--- src/rtl/riscv_pkg.sv ---
// Shared processor definitions: datapath width, reset vector, opcodes used by
// decode, and the fetch FSM state type.
package riscv_pkg;

  localparam int unsigned XLEN_DEFAULT     = 32;
  localparam logic [31:0] RESET_PC_DEFAULT = 32'h0000_0000;

  localparam logic [6:0] OPC_RTYPE = 7'd51;
  localparam logic [6:0] OPC_LD    = 7'd3;
  localparam logic [6:0] OPC_SD    = 7'd35;
  localparam logic [6:0] OPC_BEQ   = 7'd99;

  localparam logic [31:0] NOP_INSTR = 32'h0000_0013;

  typedef enum logic [1:0] {
    REQ  = 2'd0,
    WAIT = 2'd1,
    HOLD = 2'd2
  } fetch_state_t;

endpackage

--- src/rtl/instr_fetch_if.sv ---
// Bundles the fetch unit's memory request/response channels, decode handshake
// and redirect inputs; master is the fetch unit, slave is its environment.
interface instr_fetch_if import riscv_pkg::*; #(
  parameter int unsigned XLEN = XLEN_DEFAULT
) ();

  logic            mem_req_valid;
  logic            mem_req_ready;
  logic [XLEN-1:0] mem_req_addr;
  logic            mem_rsp_valid;
  logic [XLEN-1:0] mem_rsp_data;
  logic            instr_valid;
  logic            instr_ready;
  logic [XLEN-1:0] instr;
  logic [XLEN-1:0] instr_pc;
  logic            redirect_valid;
  logic [XLEN-1:0] redirect_pc;
  logic            misalign_err;

  modport master (
    output mem_req_valid, mem_req_addr, instr_valid, instr, instr_pc, misalign_err,
    input  mem_req_ready, mem_rsp_valid, mem_rsp_data, instr_ready,
           redirect_valid, redirect_pc
  );

  modport slave (
    input  mem_req_valid, mem_req_addr, instr_valid, instr, instr_pc, misalign_err,
    output mem_req_ready, mem_rsp_valid, mem_rsp_data, instr_ready,
           redirect_valid, redirect_pc
  );

endinterface

--- src/rtl/instr_fetch.sv ---
// Instruction fetch unit: PC register, REQ/WAIT/HOLD fetch FSM and a one-entry
// output buffer feeding decode, with branch redirect and wrong-path discard.
module instr_fetch import riscv_pkg::*; #(
  parameter int unsigned     XLEN     = XLEN_DEFAULT,
  parameter logic [XLEN-1:0] RESET_PC = XLEN'(RESET_PC_DEFAULT)
) (
  input  logic          clk,
  input  logic          rst,
  instr_fetch_if.master bus
);

  fetch_state_t    state_q, state_d;
  logic [XLEN-1:0] pc_q, pc_d;
  logic            drop_q, drop_d;
  logic [XLEN-1:0] instr_q, instr_d;
  logic [XLEN-1:0] instr_pc_q, instr_pc_d;
  logic            misalign_q, misalign_d;
  logic [XLEN-1:0] redirect_pc_aligned;

  assign redirect_pc_aligned = {bus.redirect_pc[XLEN-1:2], 2'b00};

  assign bus.mem_req_valid = !rst && (state_q == REQ);
  assign bus.mem_req_addr  = {pc_q[XLEN-1:2], 2'b00};
  assign bus.instr_valid   = !rst && (state_q == HOLD);
  assign bus.instr         = instr_q;
  assign bus.instr_pc      = instr_pc_q;
  assign bus.misalign_err  = misalign_q;

  always_ff @(posedge clk) begin
    if (rst) begin
      state_q    <= REQ;
      pc_q       <= RESET_PC;
      drop_q     <= 1'b0;
      instr_q    <= '0;
      instr_pc_q <= '0;
      misalign_q <= 1'b0;
    end else begin
      state_q    <= state_d;
      pc_q       <= pc_d;
      drop_q     <= drop_d;
      instr_q    <= instr_d;
      instr_pc_q <= instr_pc_d;
      misalign_q <= misalign_d;
    end
  end

  // Redirect overrides every other transition; a request already accepted
  // under the old PC is marked for discard via drop.
  always_comb begin
    state_d    = state_q;
    pc_d       = pc_q;
    drop_d     = drop_q;
    instr_d    = instr_q;
    instr_pc_d = instr_pc_q;
    misalign_d = misalign_q;

    if (bus.redirect_valid && (bus.redirect_pc[1:0] != 2'b00)) begin
      misalign_d = 1'b1;
    end

    case (state_q)
      REQ: begin
        if (bus.redirect_valid) begin
          pc_d = redirect_pc_aligned;
          if (bus.mem_req_ready) begin
            state_d = WAIT;
            drop_d  = 1'b1;
          end
        end else if (bus.mem_req_ready) begin
          state_d = WAIT;
        end
      end
      WAIT: begin
        if (bus.redirect_valid) begin
          pc_d = redirect_pc_aligned;
          if (bus.mem_rsp_valid) begin
            drop_d  = 1'b0;
            state_d = REQ;
          end else begin
            drop_d = 1'b1;
          end
        end else if (bus.mem_rsp_valid) begin
          if (drop_q) begin
            drop_d  = 1'b0;
            state_d = REQ;
          end else begin
            instr_d    = bus.mem_rsp_data;
            instr_pc_d = pc_q;
            pc_d       = pc_q + XLEN'(4);
            state_d    = HOLD;
          end
        end
      end
      HOLD: begin
        if (bus.redirect_valid) begin
          pc_d    = redirect_pc_aligned;
          state_d = REQ;
        end else if (bus.instr_ready) begin
          state_d = REQ;
        end
      end
      default: begin
        state_d = REQ;
      end
    endcase
  end

  rsp_only_in_wait: assert property (@(posedge clk) disable iff (rst)
    bus.mem_rsp_valid |-> (state_q == WAIT));

endmodule

--- src/flat_wrapper.sv ---
// flat-port wrapper written by rule: the top's interface ports become plain ports
module instr_fetch_flat import riscv_pkg::*;
#(
  parameter int unsigned     XLEN     = XLEN_DEFAULT,
  parameter logic [XLEN-1:0] RESET_PC = XLEN'(RESET_PC_DEFAULT)
)
  (clk, rst, bus_mem_req_valid, bus_mem_req_addr, bus_instr_valid, bus_instr, bus_instr_pc, bus_misalign_err, bus_mem_req_ready, bus_mem_rsp_valid, bus_mem_rsp_data, bus_instr_ready, bus_redirect_valid, bus_redirect_pc);
  instr_fetch_if #(.XLEN(XLEN)) bus_i ();
  input  logic clk;
  input  logic rst;
  output wire logic [$bits(bus_i.mem_req_valid)-1:0] bus_mem_req_valid;
  output wire logic [$bits(bus_i.mem_req_addr)-1:0] bus_mem_req_addr;
  output wire logic [$bits(bus_i.instr_valid)-1:0] bus_instr_valid;
  output wire logic [$bits(bus_i.instr)-1:0] bus_instr;
  output wire logic [$bits(bus_i.instr_pc)-1:0] bus_instr_pc;
  output wire logic [$bits(bus_i.misalign_err)-1:0] bus_misalign_err;
  input wire logic [$bits(bus_i.mem_req_ready)-1:0] bus_mem_req_ready;
  input wire logic [$bits(bus_i.mem_rsp_valid)-1:0] bus_mem_rsp_valid;
  input wire logic [$bits(bus_i.mem_rsp_data)-1:0] bus_mem_rsp_data;
  input wire logic [$bits(bus_i.instr_ready)-1:0] bus_instr_ready;
  input wire logic [$bits(bus_i.redirect_valid)-1:0] bus_redirect_valid;
  input wire logic [$bits(bus_i.redirect_pc)-1:0] bus_redirect_pc;
  assign bus_mem_req_valid = bus_i.mem_req_valid;
  assign bus_mem_req_addr = bus_i.mem_req_addr;
  assign bus_instr_valid = bus_i.instr_valid;
  assign bus_instr = bus_i.instr;
  assign bus_instr_pc = bus_i.instr_pc;
  assign bus_misalign_err = bus_i.misalign_err;
  assign bus_i.mem_req_ready = bus_mem_req_ready;
  assign bus_i.mem_rsp_valid = bus_mem_rsp_valid;
  assign bus_i.mem_rsp_data = bus_mem_rsp_data;
  assign bus_i.instr_ready = bus_instr_ready;
  assign bus_i.redirect_valid = bus_redirect_valid;
  assign bus_i.redirect_pc = bus_redirect_pc;
  instr_fetch #(.XLEN(XLEN), .RESET_PC(RESET_PC)) u_core (.clk(clk), .rst(rst), .bus(bus_i));
endmodule
--- config.mk ---
export PLATFORM = sky130hd
export DESIGN_NAME = instr_fetch_flat
export DESIGN_NICKNAME = d
export VERILOG_FILES = /design/src/rtl/riscv_pkg.sv /design/src/rtl/instr_fetch_if.sv /design/src/rtl/instr_fetch.sv /design/src/flat_wrapper.sv
export SDC_FILE = /design/constraint.sdc
export NUM_CORES = 1
export LEC_CHECK = 0
export BUFFER_PORTS_ARGS = -buffer_cell sky130_fd_sc_hd__buf_2
export CAP_MARGIN = 15
export CORE_MARGIN = 8
export CORE_UTILIZATION = 49
export CTS_CLUSTER_DIAMETER = 80
export DETAILED_ROUTE_END_ITERATION = 6
export HOLD_SLACK_MARGIN = 0.06
export PLACE_DENSITY = 0.8
export RECOVER_POWER = 100
export SYNTH_ARGS = -nofsm -noshare
export SYNTH_HDL_FRONTEND = slang
export SYNTH_SLANG_ARGS = --single-unit
--- constraint.sdc ---
create_clock -name clk -period 2 [get_ports clk]
set_input_delay 0.1 -clock clk [delete_from_list [all_inputs] [get_ports clk]]
set_output_delay 0.1 -clock clk [all_outputs]
set_load 0.02 [all_outputs]
==> metrics.txt <==
core area=8678 µm²; FF-to-FF path depth=7; final setup fails=0; Post-synth ARST share=0%; slowest cell delay on critical path=approximately 0.50 ns; Yosys warning count=0; slowest stage cell on the critical path=or4_1; Root Buffer=clkbuf_8; first-pass GRT wire length=around 25 mm; Rel. slew slack=a little under two thirds; Hold WC Path Type=in2reg; clock sinks=96; CTS tree=built; WHS Path Cells=3; leakage power total=2.341 nW; boundary pin count=~170; Max VDD drop=about 0.39 mV; total track usage=24.19%; total die area=approximately 12000 µm²; Remaining DRCs=0; Data arrival, critical path=approximately 2.2 ns; commonest non-fill, non-tap cell in the layout=nand2_1; Setup TNS=0 ns; initial antenna violation count=4; worst-path cell chain=ha_1, nand3_1, nor2_1, nand4_1, buf_4, or4_1, o211ai_1; crit-path max FO=6; remaining antenna violation count=0; DP Worst Slack=~0.00034 ns; Pwr Total=just over 0.004 W; Crit. End Element=flop; Fmax achieved=approximately 500 MHz; Pre-antenna DRT Iters=7; clock skew=around 0.0083 ns; Avg Cell Area, Syn=7.641 µm²; critical path required time=between 2 and 2.5 ns; largest net degree at the start of global routing=53; crit path kind=reg2reg; row count=34; DP Wirelength=between 10 and 15 mm; Mapped Area=4370 µm²; Avg Vias per Cell=5.680; layout cell share with drive strength beyond 1=22.32%; Clock Path Buffers=2; area grow syn2layout=37.79%; startpoint type of the worst setup path=flop; Port Buf Inserts=around 160; Final min period=1.945 ns; DR vias=5089; Nets=between 800 and 900; Total Wirelength=~16 mm; Die Y=approximately 110 µm; Die Wd=between 100 and 150 µm; Slew @ Worst Pin=between 0.5 and 0.6 ns; Worst-Skew Late Latency=roughly 0.36 ns; fillers=762; commonest non-fill, non-tap cells in the layout=151 x nand2_1, 100 x buf_2, 89 x dfxtp_1; total CTS buffers=9; Detailed Route Iter0 Violations=around 520; final worst slack=between 0.05 and 0.06 ns; period utilization=97.27%; final core occ=slightly below 70%; Synth cell types=57; initial core utilization=50.36%; Final Hold Fails=0; number of global-route vias before repair=approximately 5.0k; Post-synth EDFFs=0; DR WL/cell=17.30 µm; routability cong.=~0.89; P per Cell Area=slightly below 700 nW/µm²; unrepaired setup endpoints after global routing=yes; register area share after synthesis=a little over two fifths; dominant synthesized flop cell=dfxtp_1; Synth Instances=about 570; #FFs+latches synth=between 90 and 100; grt total ovfl=0; H-tree depth=3; Final Max Tran Viols=0; status=completed; clock-pin slew on the worst setup and hold paths=approximately 0.09 ns; max cap viols=0
## worst max-delay path, delay by kind of cell (launching register included)
family                     cells  cell delay (ns)
AOI/OAI and AO/OA              1             0.14
DFF                            1             0.34
adders and majority gates      1             0.20
and+or+nand+nor                4             1.01
buffers and inverters          1             0.18
## routing by layer
| metal | share of wire, % | routed length, µm | GRT usage, % |
|---|---|---|---|
| met4 | 2.8 | 427 | 11.17 |
| met5 | 0 | 0 | 0 |
| met1 | 41 | 6281 | 28.94 |
| met3 | 8.0 | 1238 | 5.303 |
| met2 | 49 | 7554 | 40.34 |
## synth_stat cells, types with 4 or more instances
cell,instances,area share (%)
nand4_1,10,1.4
inv_1,11,0.94
o21ai_0,13,1.5
o21a_1,5,0.86
dfxtp_1,96,44
or3_1,9,1.3
nor3_1,13,1.5
nor2_1,28,2.4
or4_1,4,0.69
and3_1,4,0.57
clkbuf_1,31,2.7
buf_1,6,0.52
a32oi_1,7,1.4
o32ai_1,4,0.80
a31oi_1,4,0.57
a21oi_1,83,9.5
nand2_1,152,13
o211ai_1,12,2.1
buf_4,5,0.86
buf_2,7,0.80
nor2b_1,4,0.57
nand3_1,11,1.3
## metrics by stage
stage                     instances  hold WS, ns  instance area, µm²
after floorplan                 575       0.2360                4384
after global placement          831       0.3407                5395
after detailed placement        831       0.3478                5395
after CTS                       891      0.06621                6063
after global routing            896      0.07178                6022
final                           896      0.07400                6022
## repair_timing
item,in CTS,in global routing
hold buffers,42,0
endpoints found under the setup margin,2,23
hold endpoints to repair,41,0
gates resized for setup,1,8
buffers inserted,3,1
pin swaps,1,2
## report_power, final
part	switching (W)	internal, W
sequential	0.0000770	0.00199
clock	0.000684	0.000706
combinational	0.000402	0.000284
## flip-flops by register name (all words and copies together) (netlist names)
signal / cells
u_core.pc_q: 30
u_core.bus.instr_pc: 30
u_core.bus.instr: 32
u_core.drop_q: 1
u_core.state_q: 2
u_core.bus.misalign_err: 1
## final cells by class
cell class              instances  area [µm²]  share of cell area, %
well taps                     108       135.1                  2.244
diodes                          4       10.01                 0.1662
clock inverters                 6       93.84                  1.558
flip-flops and latches         96        1931                  32.06
multi-input cells             418        2233                  37.09
repair buffers                244        1454                  24.14
inverters                      11       41.29                 0.6856
clock buffers                   9       123.9                  2.057
## cell families after synthesis
family | share of synthesized area, %
AO/OA/AOI/OAI | 21.13
adder cells (fa/ha/maj) | 0.2862
AND/OR/NAND/NOR | 27.43
multiplexers | 1.202
buffers and inverters | 5.897
flip-flops | 43.97
other | 0.08580
## path summary, 6_finish.rpt
check                                             start                 endpoint  slack, ns
worst min-delay path                bus_redirect_pc[27]          u_core.pc_q[27]       0.07
worst max register to register           u_core.pc_q[2]          u_core.pc_q[22]       0.05
worst max-delay path                     u_core.pc_q[2]          u_core.pc_q[22]       0.05
worst min register to register  u_core.bus.instr_pc[30]  u_core.bus.instr_pc[30]       0.46
(Power assumes the default switching activity.)
